===== config.mk =====
export PLATFORM = sky130hd
export DESIGN_NAME = instr_encoder_loader
export DESIGN_NICKNAME = d
export VERILOG_FILES = /design/src/rtl/instr_encoder_loader_pkg.sv /design/src/rtl/instr_encoder_loader_field_packer.sv /design/src/rtl/instr_encoder_loader.sv
export SDC_FILE = /design/constraint.sdc
export NUM_CORES = 1
export LEC_CHECK = 0
export CAP_MARGIN = 20
export CORE_ASPECT_RATIO = 1.75
export CORE_MARGIN = 2
export CORE_UTILIZATION = 41
export DETAILED_ROUTE_END_ITERATION = 8
export GPL_TIMING_DRIVEN = 0
export PLACE_DENSITY = 0.74
export SYNTH_ARGS = -nofsm -noshare
export SYNTH_HDL_FRONTEND = slang
export SYNTH_HIERARCHICAL = 1
export SYNTH_SLANG_ARGS = --single-unit

===== constraint.sdc =====
create_clock -name clk -period 3.6 [get_ports clk]
set_clock_uncertainty 0.2 [all_clocks]
set_input_delay 0.72 -clock clk [delete_from_list [all_inputs] [get_ports clk]]
set_output_delay 0.72 -clock clk [all_outputs]
set_load 0.01 [all_outputs]

===== src/rtl/instr_encoder_loader_pkg.sv =====
// Shared RV32I encoding constants for the instruction loader and the CPU decoder:
// major opcodes, funct3/funct7 values, field bit positions, loader op-select
// codes, the canonical NOP word and the loader state type.
package instr_encoder_loader_pkg;

    // Major opcodes
    localparam logic [6:0] OPC_OP     = 7'b0110011;
    localparam logic [6:0] OPC_LOAD   = 7'b0000011;
    localparam logic [6:0] OPC_STORE  = 7'b0100011;
    localparam logic [6:0] OPC_OP_IMM = 7'b0010011;
    localparam logic [6:0] OPC_LUI    = 7'b0110111;

    // funct3 / funct7
    localparam logic [2:0] F3_ADD  = 3'b000;
    localparam logic [2:0] F3_WORD = 3'b010;
    localparam logic [6:0] F7_ADD  = 7'b0000000;
    localparam logic [6:0] F7_SUB  = 7'b0100000;

    // Field LSB positions within the 32-bit word
    localparam int OPC_LSB   = 0;
    localparam int RD_LSB    = 7;
    localparam int IMMS_LSB  = 7;
    localparam int F3_LSB    = 12;
    localparam int IMMU_LSB  = 12;
    localparam int RS1_LSB   = 15;
    localparam int RS2_LSB   = 20;
    localparam int IMMI_LSB  = 20;
    localparam int F7_LSB    = 25;
    localparam int IMMSH_LSB = 25;

    // Loader op-select codes (6 and 7 are illegal)
    localparam logic [2:0] SEL_ADD  = 3'd0;
    localparam logic [2:0] SEL_SUB  = 3'd1;
    localparam logic [2:0] SEL_LW   = 3'd2;
    localparam logic [2:0] SEL_SW   = 3'd3;
    localparam logic [2:0] SEL_ADDI = 3'd4;
    localparam logic [2:0] SEL_LUI  = 3'd5;

    // ADDI x0, x0, 0
    localparam logic [31:0] NOP_WORD = 32'h0000_0013;

    typedef enum logic [1:0] {
        ST_RUN  = 2'd0,
        ST_DONE = 2'd1,
        ST_PAD  = 2'd2
    } load_state_e;

    function automatic logic [31:0] enc_r(input logic [6:0] f7, input logic [4:0] rs2,
                                          input logic [4:0] rs1, input logic [2:0] f3,
                                          input logic [4:0] rd, input logic [6:0] opc);
        logic [31:0] w;
        w = '0;
        w[F7_LSB  +: 7] = f7;
        w[RS2_LSB +: 5] = rs2;
        w[RS1_LSB +: 5] = rs1;
        w[F3_LSB  +: 3] = f3;
        w[RD_LSB  +: 5] = rd;
        w[OPC_LSB +: 7] = opc;
        return w;
    endfunction

    function automatic logic [31:0] enc_i(input logic [11:0] imm, input logic [4:0] rs1,
                                          input logic [2:0] f3, input logic [4:0] rd,
                                          input logic [6:0] opc);
        logic [31:0] w;
        w = '0;
        w[IMMI_LSB +: 12] = imm;
        w[RS1_LSB  +: 5]  = rs1;
        w[F3_LSB   +: 3]  = f3;
        w[RD_LSB   +: 5]  = rd;
        w[OPC_LSB  +: 7]  = opc;
        return w;
    endfunction

    function automatic logic [31:0] enc_s(input logic [11:0] imm, input logic [4:0] rs2,
                                          input logic [4:0] rs1, input logic [2:0] f3,
                                          input logic [6:0] opc);
        logic [31:0] w;
        w = '0;
        w[IMMSH_LSB +: 7] = imm[11:5];
        w[RS2_LSB   +: 5] = rs2;
        w[RS1_LSB   +: 5] = rs1;
        w[F3_LSB    +: 3] = f3;
        w[IMMS_LSB  +: 5] = imm[4:0];
        w[OPC_LSB   +: 7] = opc;
        return w;
    endfunction

    function automatic logic [31:0] enc_u(input logic [19:0] imm, input logic [4:0] rd,
                                          input logic [6:0] opc);
        logic [31:0] w;
        w = '0;
        w[IMMU_LSB +: 20] = imm;
        w[RD_LSB   +: 5]  = rd;
        w[OPC_LSB  +: 7]  = opc;
        return w;
    endfunction

endpackage


===== src/rtl/instr_encoder_loader_field_packer.sv =====
// Combinational packer: loader op select plus register/immediate fields into
// one RV32I word. Fields an op does not use are left at zero.
module instr_field_packer
    import instr_encoder_loader_pkg::*;
(
    input  logic [2:0]  op,
    input  logic [4:0]  rd,
    input  logic [4:0]  rs1,
    input  logic [4:0]  rs2,
    input  logic [19:0] imm,
    output logic [31:0] word,
    output logic        illegal
);

    // Pick the instruction format for the op; unknown selects flag illegal
    always_comb begin
        word    = '0;
        illegal = 1'b0;
        case (op)
            SEL_ADD:  word = enc_r(F7_ADD, rs2, rs1, F3_ADD, rd, OPC_OP);
            SEL_SUB:  word = enc_r(F7_SUB, rs2, rs1, F3_ADD, rd, OPC_OP);
            SEL_LW:   word = enc_i(imm[11:0], rs1, F3_WORD, rd, OPC_LOAD);
            SEL_SW:   word = enc_s(imm[11:0], rs2, rs1, F3_WORD, OPC_STORE);
            SEL_ADDI: word = enc_i(imm[11:0], rs1, F3_ADD, rd, OPC_OP_IMM);
            SEL_LUI:  word = enc_u(imm, rd, OPC_LUI);
            default:  illegal = 1'b1;
        endcase
    end

endmodule


===== src/rtl/instr_encoder_loader.sv =====
// Instruction encoder/loader: accepts field-level requests, encodes them to
// RV32I words and writes them sequentially into imem, one word per cycle.
// Optional build macro INSTR_ENC_NOP_PAD_EN: when defined, finishing a program
// fills the remaining imem words with NOPs before reporting done.
module instr_encoder_loader
    import instr_encoder_loader_pkg::*;
#(
    parameter int ADDR_W = 8
) (
    input  logic              clk,
    input  logic              rst,
    input  logic              clear,
    input  logic              in_valid,
    output logic              in_ready,
    input  logic [2:0]        in_op,
    input  logic [4:0]        in_rd,
    input  logic [4:0]        in_rs1,
    input  logic [4:0]        in_rs2,
    input  logic [19:0]       in_imm,
    input  logic              in_last,
    output logic              imem_we,
    output logic [ADDR_W-1:0] imem_addr,
    output logic [31:0]       imem_wdata,
    output logic [ADDR_W:0]   word_count,
    output logic              done,
    output logic              err_illegal
);

    // word_count doubles as the write pointer; it stops at capacity, so the
    // pointer never wraps.
    localparam logic [ADDR_W:0] LAST_SLOT = {1'b0, {ADDR_W{1'b1}}};
    localparam logic [ADDR_W:0] ONE       = {{ADDR_W{1'b0}}, 1'b1};

    load_state_e state;
    logic [31:0] enc_word;
    logic        enc_illegal;
    logic        accept;
    logic        at_last_slot;
    logic        finish_run;

    instr_field_packer u_packer (
        .op      (in_op),
        .rd      (in_rd),
        .rs1     (in_rs1),
        .rs2     (in_rs2),
        .imm     (in_imm),
        .word    (enc_word),
        .illegal (enc_illegal)
    );

    assign in_ready     = (state == ST_RUN) && !clear;
    assign accept       = in_valid && in_ready;
    assign at_last_slot = (word_count == LAST_SLOT);
    assign finish_run   = in_last || (!enc_illegal && at_last_slot);

    // Loader FSM with registered write port, counters and status flags
    always_ff @(posedge clk) begin
        if (rst || clear) begin
            state       <= ST_RUN;
            imem_we     <= 1'b0;
            imem_addr   <= '0;
            imem_wdata  <= '0;
            word_count  <= '0;
            done        <= 1'b0;
            err_illegal <= 1'b0;
        end else begin
            imem_we <= 1'b0;
            case (state)
                ST_RUN: begin
                    if (accept) begin
                        if (enc_illegal) begin
                            err_illegal <= 1'b1;
                        end else begin
                            imem_we    <= 1'b1;
                            imem_addr  <= word_count[ADDR_W-1:0];
                            imem_wdata <= enc_word;
                            word_count <= word_count + ONE;
                        end
                        if (finish_run) begin
`ifdef INSTR_ENC_NOP_PAD_EN
                            // Padding starts at the next free slot; skip it if
                            // this write takes the final slot.
                            if (!enc_illegal && at_last_slot) begin
                                state <= ST_DONE;
                                done  <= 1'b1;
                            end else begin
                                state <= ST_PAD;
                            end
`else
                            state <= ST_DONE;
                            done  <= 1'b1;
`endif
                        end
                    end
                end
`ifdef INSTR_ENC_NOP_PAD_EN
                ST_PAD: begin
                    imem_we    <= 1'b1;
                    imem_addr  <= word_count[ADDR_W-1:0];
                    imem_wdata <= NOP_WORD;
                    word_count <= word_count + ONE;
                    if (at_last_slot) begin
                        state <= ST_DONE;
                        done  <= 1'b1;
                    end
                end
`endif
                default: begin
                    // DONE holds until rst or clear
                end
            endcase
        end
    end

endmodule


After elaboration in Yosys (flattened, before gate mapping)
Cells that the tools add are included.
{ "classes": {"n_addsub": 1, "eq_ne": 6, "mux": 2, "n_bitwise": 3, "reduce_logical": 13} }
{ "ops": {"columns": ["operator", "count"], "rows": [
  ["32-bit one-hot mux with 6 select lines", 1],
  ["9-bit by 1-bit adder with 9-bit output, second input constant", 1],
  ["9-bit by 8-bit == test with 1-bit output, second input constant", 1],
  ["3-bit AND reduction", 3],
  ["3-bit by 2-bit == test with 1-bit output, second input constant", 2],
  ["3-bit == test, second input constant", 2],
  ["6-bit OR reduction", 1],
  ["3-bit by 1-bit == test with 1-bit output, second input constant", 1],
  ["1-bit logical AND", 3],
  ["3-bit logical NOT", 1],
  ["1-bit NOT", 3],
  ["3-bit OR reduction", 1],
  ["2-bit logical NOT", 1],
  ["1-bit logical OR", 2],
  ["1-bit logical NOT", 1],
  ["1-bit 2-to-1 mux", 1]
]} }
{ "word_totals": {"regBits": 52, "inputBits": 43, "out_inout_bits": 53, "word_cells": 31} }

Depth between registers and ports, before layout
Gate-level depths: netlist of run 1.
{ "logic_depth": {"ltp_word": 5, "mapped_depth": 9} }

Modules after synthesis
The synthesis of run 1 kept the hierarchy.
{ "modules_own_cells": {"columns": ["mod", "n_inst", "cells_each", "area_per_inst_um2", "seq_area_each_um2"], "rows": [
  ["instr_encoder_loader", 1, 237, 1896.8, 1041.0],
  ["instr_field_packer", 1, 106, 793.3, 0.0]
]} }

Worst setup path before layout of run 1
No wires, ideal clock.
{ "synth_timing": {"kind": "input -> register", "startpoint": "input in_op[1]", "endpoint": "register imem_addr[2]", "arrival_time_ps": 2421, "required_time_ps": 3268, "setup_slack_ps": 847, "path_stages": 9, "path_buffers": 5, "cell_sequence": "buf_2 > buf_2 > and2_1 > or4b_1 > buf_2 > clkbuf_1 > clkbuf_1 > nand2_1 > a21oi_1"} }
{ "synth_between": {"elab_chain_len": 3, "elab_cells_between_ends": 8, "cone_classes": "5 x eq/ne; 3 x reduce/logical"} }
{ "synth_lines": {"columns": ["element", "line_no", "text"], "rows": [
  ["from (decl)", "instr_encoder_loader.sv:15", "input logic [2:0] in_op,"],
  ["3-bit by 1-bit == test with 1-bit output, or another cell as far along", "instr_encoder_loader_field_packer.sv:19", "case (op)"],
  ["6-bit OR reduction (no line) *", null, null],
  ["3-bit AND reduction (no line) *", null, null],
  ["to (signal assigned)", "instr_encoder_loader.sv:75", "imem_addr <= word_count[ADDR_W-1:0];"],
  ["to (decl)", "instr_encoder_loader.sv:22", "output logic [ADDR_W-1:0] imem_addr,"]
]} }
Mark *: on every way between the ends. The rest lies on a longest branch, timed or not.
A chain may end at the register's enable or synchronous reset.

Worst setup path after layout of run 1
{ "layout_timing": {"startpoint": "input in_op[2]", "endpoint": "register word_count[1]"} }
{ "layout_between": {"elab_chain_len": 3, "elab_cells_between_ends": 8, "cone_classes": "5 x eq/ne; 3 x reduce/logical"} }
{ "layout_lines": {"columns": ["element", "line_no", "text"], "rows": [
  ["3-bit by 1-bit == test with 1-bit output, or another cell as far along", "instr_encoder_loader_field_packer.sv:19", null],
  ["6-bit OR reduction (no line) *", null, null],
  ["3-bit AND reduction (no line) *", null, null],
  ["to (signal assigned)", "instr_encoder_loader.sv:77", "word_count <= word_count + ONE;"],
  ["to (decl)", "instr_encoder_loader.sv:24", "output logic [ADDR_W:0] word_count,"]
]} }
Marked as above.

==> impl_metrics.py, run 1 <==
metrics = {
    "route": {
        "wirelength_mm": 7.515,
        "drc": 0,
        "routedWlPerCell_um": 14.26,
        "via_per_inst": 5.093,
        "firstDrtPassIters": 4,
        "postRouteAntennaNets": 0,
        "drt_iter0_markers": 103,
        "vias": 2684,
    },
    "global_routing": {
        "use_met2": 0.3993,
        "grt_pass1_vias": 2590,
        "gr-max-usage-layer": "met2",
        "overflow": 0,
        "grt_pass1_wl_mm": 12.04,
        "track_usage": 0.2128,
        "use_met1": 0.2173,
        "antenna_found_initial": 0,
        "grt_start_max_net_pins": 17,
        "use_met3": 0.03452,
    },
    "place": {
        "dp_hpwl_mm": 5.907,
        "place_inst": 519,
        "place.gp.congestion": 0.8716,
        "port_buffers": 93,
    },
    "timing": {
        "fin_crit_ps": 3289,
        "slew_headroom": 0.5076,
        "clock.fmax_mhz": 304.0,
        "finalHoldViolations": 0,
        "period_share": 0.9136,
        "rsz0062_at_grt": "no",
        "worstMarginPinSlew_ps": 736.7,
        "drv_slew": 0,
        "setup_viol": 0,
    },
    "setup_path": {
        "reg2reg_to": "word_count[1]",
        "reg2reg_from": "state[0]",
        "max_stage_delay_ps": 610,
        "cpMostUsedCell": "buf_2",
        "cp_num_buf_inv": 5,
        "worstPathMaxFanout": 10,
        "cp.required_ps": 3620,
        "reg2regPathDepth": 6,
        "crit_start": "in_op[2]",
        "crit_path_end_kind": "flop",
        "cp_top_family": "buffers and inverters",
        "worstPathArrival_ps": 3310,
        "crit_path_top_delay_cell": "clkdlybuf4s50_1",
        "reg2reg_slack_ps": 1480,
        "criticalPathCategory": "in -> reg",
        "cp-start-kind": "primary input",
        "cp_cell_sequence": "clkdlybuf4s50_1 -> buf_2 -> and2_1 -> or4b_1 -> buf_2 -> clkbuf_1 -> buf_1 -> nand2_1 -> a21oi_1",
    },
    "clock_network": {
        "clk_latency_ps": 300,
        "cts-hold-fix-buffers": 0,
        "path_clk_slew_ps": 70,
        "htreeDepth": 2,
        "cts_tree": "done",
        "cts_buffer_depth": 2,
        "numCtsBuffers": 5,
        "clock-sinks": 52,
        "cts_setup_buffers": 0,
        "cts-root-buf": "clkbuf_16",
    },
    "layout": {
        "fillers": 634,
        "diodes": 0,
        "drive_gt1_frac": 0.08090,
        "area_delta_synth_final_pct": 45.16,
        "instances_no_fill": 527,
        "final_nets": 489,
    },
    "job": {
        "maxCapViolations": 0,
    },
    "pwr": {
        "power.density_nw_per_um2": 349.7,
        "vdd_drop_max_uv": 261.1,
        "p_leak_nw": 1.366,
        "power.total_mw": 1.366,
    },
    "floorplanning": {
        "die_x_um": 65.23,
        "die_h_um": 111.2,
        "ios": 96,
        "coreArea_um2": 6441,
        "fp-row-count": 39,
        "dieArea_um2": 7251,
        "start_util": 0.4176,
    },
    "yosys": {
        "ys.flop_type": "dfxtp_1",
        "synth-seq-area-share": 0.3870,
        "synth_cell_types": 42,
        "ys_seq_elements": 52,
        "synth_area_um2": 2690,
        "yosysWarnings": 6,
        "synth_edf_count": 0,
        "synthCells": 343,
        "synthArstFlopShare": 0,
        "avgSynthCellArea_um2": 7.843,
    },
    "run_status": {
        "status": "finished clean",
    },
    "min_path": {
        "whs_endpoint": "imem_addr[5]",
        "whs_path_depth": 2,
        "hold_path_class": "reg -> reg",
        "min_from": "imem_addr[5]",
    },
}
==> synthesized netlist by cell type (all sizes together) (2+ instances only) <==
cell type  count  area [µm²]
a211o          5       43.79
a21oi         54       270.3
a22oi          5       37.54
a2bb2oi        5       75.07
and2           4       27.53
and3           2       12.51
buf           13       121.4
clkbuf        15       56.30
dfxtp         52        1041
ha             2       25.02
inv           11       41.29
mux2i         11       110.1
nand2         91       341.6
nand3          3       15.01
nor2          13       48.80
nor2b         10       70.06
o21a           2       15.01
o21ai         13       65.06
o22ai          6       68.82
o2bb2ai        5       43.79
o31ai          4       30.03
or4            4       30.03
==> cell type report <==
cell class | instances | area, µm² | area share
buffer | 28 | 177.7 | 0.04550
tap | 82 | 102.6 | 0.02627
sequential | 52 | 1041 | 0.2666
multi-input combinational | 253 | 1434 | 0.3672
timing repair buffer | 93 | 930.9 | 0.2384
clock inverter | 2 | 38.79 | 0.009933
inverter | 11 | 41.29 | 0.01057
clock buffer | 6 | 138.9 | 0.03557
==> stage by stage <==
step                      area [µm²]    util  worst slack (ps)  hold slack, ps  TNS, ps
final                           3905  0.6063             310.9           251.6        0
after global routing            3905  0.6063             2.205           275.9        0
after CTS                       3905  0.6063             273.6           255.3        0
after detailed placement        3727  0.5787            -23.38           245.7   -29.14
after global placement          3727  0.5787             41.32           241.7        0
after floorplan                 2694       -             846.5           280.5        0
==> state kept, by name, indices dropped and copies added, names as in the netlist <==
register and cells:
imem_we 1, word_count 9, imem_wdata 32, imem_addr 8, state 1, err_illegal 1
==> what timing repair did <==
item / 4_1_cts / 5_1_grt
resized for setup: 0 / 1
hold endpoints to repair: 0 / 0
setup endpoints to repair: 0 / 4
==> cell usage in the layout, fill, tap and decap left out, types with 2 or more instances in the layout <==
master	n
and3_1	2
nor2b_1	9
o21ai_0	2
clkbuf_1	14
conb_1	2
o21ai_1	11
inv_1	11
ha_1	2
buf_2	5
nand3_1	3
or4_1	4
clkbuf_16	5
nor2_1	13
o21a_1	2
a2bb2oi_2	5
a22oi_1	5
clkdlybuf4s50_1	93
nand2_1	91
buf_6	3
o22ai_2	5
mux2i_1	11
buf_4	3
and2_1	3
dfxtp_1	52
a21oi_1	54
buf_12	2
o2bb2ai_1	5
a211o_1	5
o31ai_1	4
==> report_power, final <==
part	leakage, nW	internal (mW)	switching (mW)
combinational	0.859	0.111	0.108
sequential	0.420	0.582	0.00478
clock	0.0871	0.348	0.211
total	1.37	1.04	0.324
==> how the worst max path moves through the flow <==
| stage | slack (ps) | to | cells past startpoint |
|---|---|---|---|
| after global placement | 40 | imem_wdata[2] | 9 |
| after detailed placement | -20 | word_count[1] | 9 |
| after floorplan | 850 | imem_addr[2] | 9 |
| final | 310 | word_count[1] | 9 |
| after CTS | 270 | word_count[1] | 9 |
| after global routing | 2 | imem_wdata[0] | 9 |
==> worst min-delay path, stage by stage (launching register included) <==
cell	delay, ps
dfxtp_1	310
nand2_1	50
a21oi_1	50
==> cell families (layout without fill, tap and decap cells) <==
group,count (synthesis),count (layout),synth area share
other,1,2,0.001394
AO/OA/AOI/OAI,102,102,0.2498
buffers and inverters,39,140,0.08139
flip-flops,52,52,0.3870
multiplexers,11,11,0.04093
adder cells (fa/ha/maj),2,2,0.009301
AND/OR/NAND/NOR,135,135,0.2270
XOR/XNOR,1,1,0.003256
==> per-layer routing <==
layer / vias to the layer above / part of all wire / wire [µm]
met5: - / 0 / 0
met4: 0 / 0.027 / 202
met3: 13 / 0.042 / 315
met2: 78 / 0.57 / 4260
met1: 1223 / 0.36 / 2736
li1: 1370 / - / -
Note: power is estimated with default switching activity, not from simulation.
==> run 2, diff against run 1 <==
ABC_CLOCK_PERIOD_IN_PS = 3600   (was not set)
RECOVER_POWER = 25   (was not set)
==> run 2 against run 1 <==
  * Critical path depth unchanged
  * Global-route usage is the same
  * Count of clock-buffer cells in the layout unchanged
  * Hold slack lost 2.9 ps
  * Design area did not move
  * Utilization stayed put
  * Critical path type unchanged
  * Largest cell class unchanged
  * Largest power group unchanged
==> impl_metrics.py, run 2 (synthesized netlist as in run 1, its figures left out) <==
metrics = {
    "clock_network": {
        "cts-hold-fix-buffers": 0,
        "cts_buffer_depth": 2,
        "cts-root-buf": "clkbuf_16",
        "path_clk_slew_ps": 70,
        "clk_latency_ps": 300,
        "cts_setup_buffers": 0,
        "cts_resized": 0,
        "htreeDepth": 2,
        "numCtsBuffers": 5,
        "clock-sinks": 52,
        "cts_tree": "done",
    },
    "route": {
        "vias": 2687,
        "firstDrtPassIters": 4,
        "postRouteAntennaNets": 0,
        "routedWlPerCell_um": 14.27,
        "wirelength_mm": 7.518,
        "via_per_inst": 5.099,
        "drt_iter0_markers": 92,
        "drc": 0,
    },
    "global_routing": {
        "gr-max-usage-layer": "met2",
        "use_met1": 0.2173,
        "grt_pass1_wl_mm": 12.04,
        "use_met3": 0.03452,
        "track_usage": 0.2128,
        "use_met2": 0.3993,
        "grt_pass1_vias": 2590,
        "antenna_found_initial": 0,
        "overflow": 0,
        "grt_start_max_net_pins": 17,
    },
    "setup_path": {
        "worstPathMaxFanout": 10,
        "max_stage_delay_ps": 610,
        "cp.required_ps": 3620,
        "criticalPathCategory": "in -> reg",
        "crit_start": "in_op[2]",
        "crit_path_end_kind": "flop",
        "crit_path_top_delay_cell": "clkdlybuf4s50_1",
        "cp_cell_sequence": "clkdlybuf4s50_1 -> buf_2 -> and2_1 -> or4b_1 -> buf_2 -> clkbuf_1 -> buf_1 -> nand2_1 -> a21oi_1",
        "reg2reg_to": "word_count[1]",
        "worstPathArrival_ps": 3310,
        "cp-endpoint": "word_count[1]",
        "cpMostUsedCell": "buf_2",
        "reg2reg_from": "state[0]",
        "reg2regPathDepth": 6,
        "reg2reg_slack_ps": 1480,
        "cp-start-kind": "primary input",
    },
    "layout": {
        "top_register": "imem_wdata",
        "final_core_util": 0.6063,
        "largest_register_ffs": 32,
        "mostFrequentLayoutCells": "91 x nand2_1, 67 x clkdlybuf4s50_1, 54 x a21oi_1",
        "final_nets": 489,
        "diodes": 0,
        "area_delta_synth_final_pct": 45.16,
        "reg_top3": "imem_wdata: 32 flops, word_count: 9 flops, imem_addr: 8 flops",
        "final_area_um2": 3905,
        "drive_gt1_frac": 0.08090,
        "layout.cells.most_common": "nand2_1",
    },
    "floorplanning": {
        "die_x_um": 65.23,
        "fp-row-count": 39,
        "start_util": 0.4176,
        "die_h_um": 111.2,
        "dieArea_um2": 7251,
        "ios": 96,
        "coreArea_um2": 6441,
    },
    "place": {
        "place.gp.congestion": 0.8716,
        "place_ws_ps": -23.38,
        "dp_hpwl_mm": 5.907,
        "placed_area_um2": 3727,
        "port_buffers": 93,
    },
    "timing": {
        "finalHoldViolations": 0,
        "rsz0062_at_grt": "no",
        "fin_crit_ps": 3287,
        "period_share": 0.9130,
        "slew_headroom": 0.5076,
        "fin_ws_ps": 313.1,
        "setup_viol": 0,
        "whs_ps": 248.7,
        "drv_slew": 0,
        "clock.fmax_mhz": 304.2,
        "worstMarginPinSlew_ps": 736.7,
    },
    "pwr": {
        "power.density_nw_per_um2": 349.3,
        "power.total_mw": 1.364,
        "vdd_drop_max_uv": 261.1,
        "p_leak_nw": 1.456,
    },
    "job": {
        "maxCapViolations": 0,
    },
    "min_path": {
        "hold_path_class": "reg -> reg",
    },
    "run_status": {
        "status": "finished clean",
    },
}
==> run 2: final cells by class <==
type	instances	area [µm²]
fill	634	2536
multi-input combinational	253	1434
sequential	52	1041
timing repair buffer	93	930.9
buffer	28	177.7
clock buffer	6	138.9
tap	82	102.6
inverter	11	41.29
clock inverter	2	38.79
==> run 2: metrics by stage <==
step                      TNS [ps]  cells
final                            0    527
after global routing             0    527
after CTS                        0    527
after detailed placement    -29.14    519
after global placement           0    519
after floorplan                  0    344
==> run 2: worst min-delay path by stage <==
stage	start	endpoint	slack [ps]	cells past startpoint
floorplan	imem_addr[0]	imem_addr[0]	280	2
global placement	imem_addr[5]	imem_addr[5]	240	2
detailed placement	imem_addr[5]	imem_addr[5]	250	2
CTS	imem_addr[5]	imem_addr[5]	260	2
global route	imem_wdata[29]	imem_wdata[29]	270	2
finish	imem_addr[5]	imem_addr[5]	250	2
==> run 2: worst max-delay path, delay by kind of cell <==
| family | cells | cell delay, ps |
|---|---|---|
| buffers and inverters | 5 | 1880 |
| and+or+nand+nor | 3 | 530 |
| AOI/OAI and AO/OA | 1 | 160 |
==> run 2: metal layers <==
metal | routed length, µm | vias up
li1 | - | 1370
met1 | 2732 | 1224
met2 | 4253 | 80
met3 | 329 | 13
met4 | 202 | 0
met5 | 0 | -
==> run 2: power by group <==
group / leakage [nW] / switching [mW] / internal, mW
Clock: 0.0871 / 0.211 / 0.348
Combinational: 0.949 / 0.108 / 0.110
Sequential: 0.420 / 0.00462 / 0.582
Total: 1.46 / 0.324 / 1.04
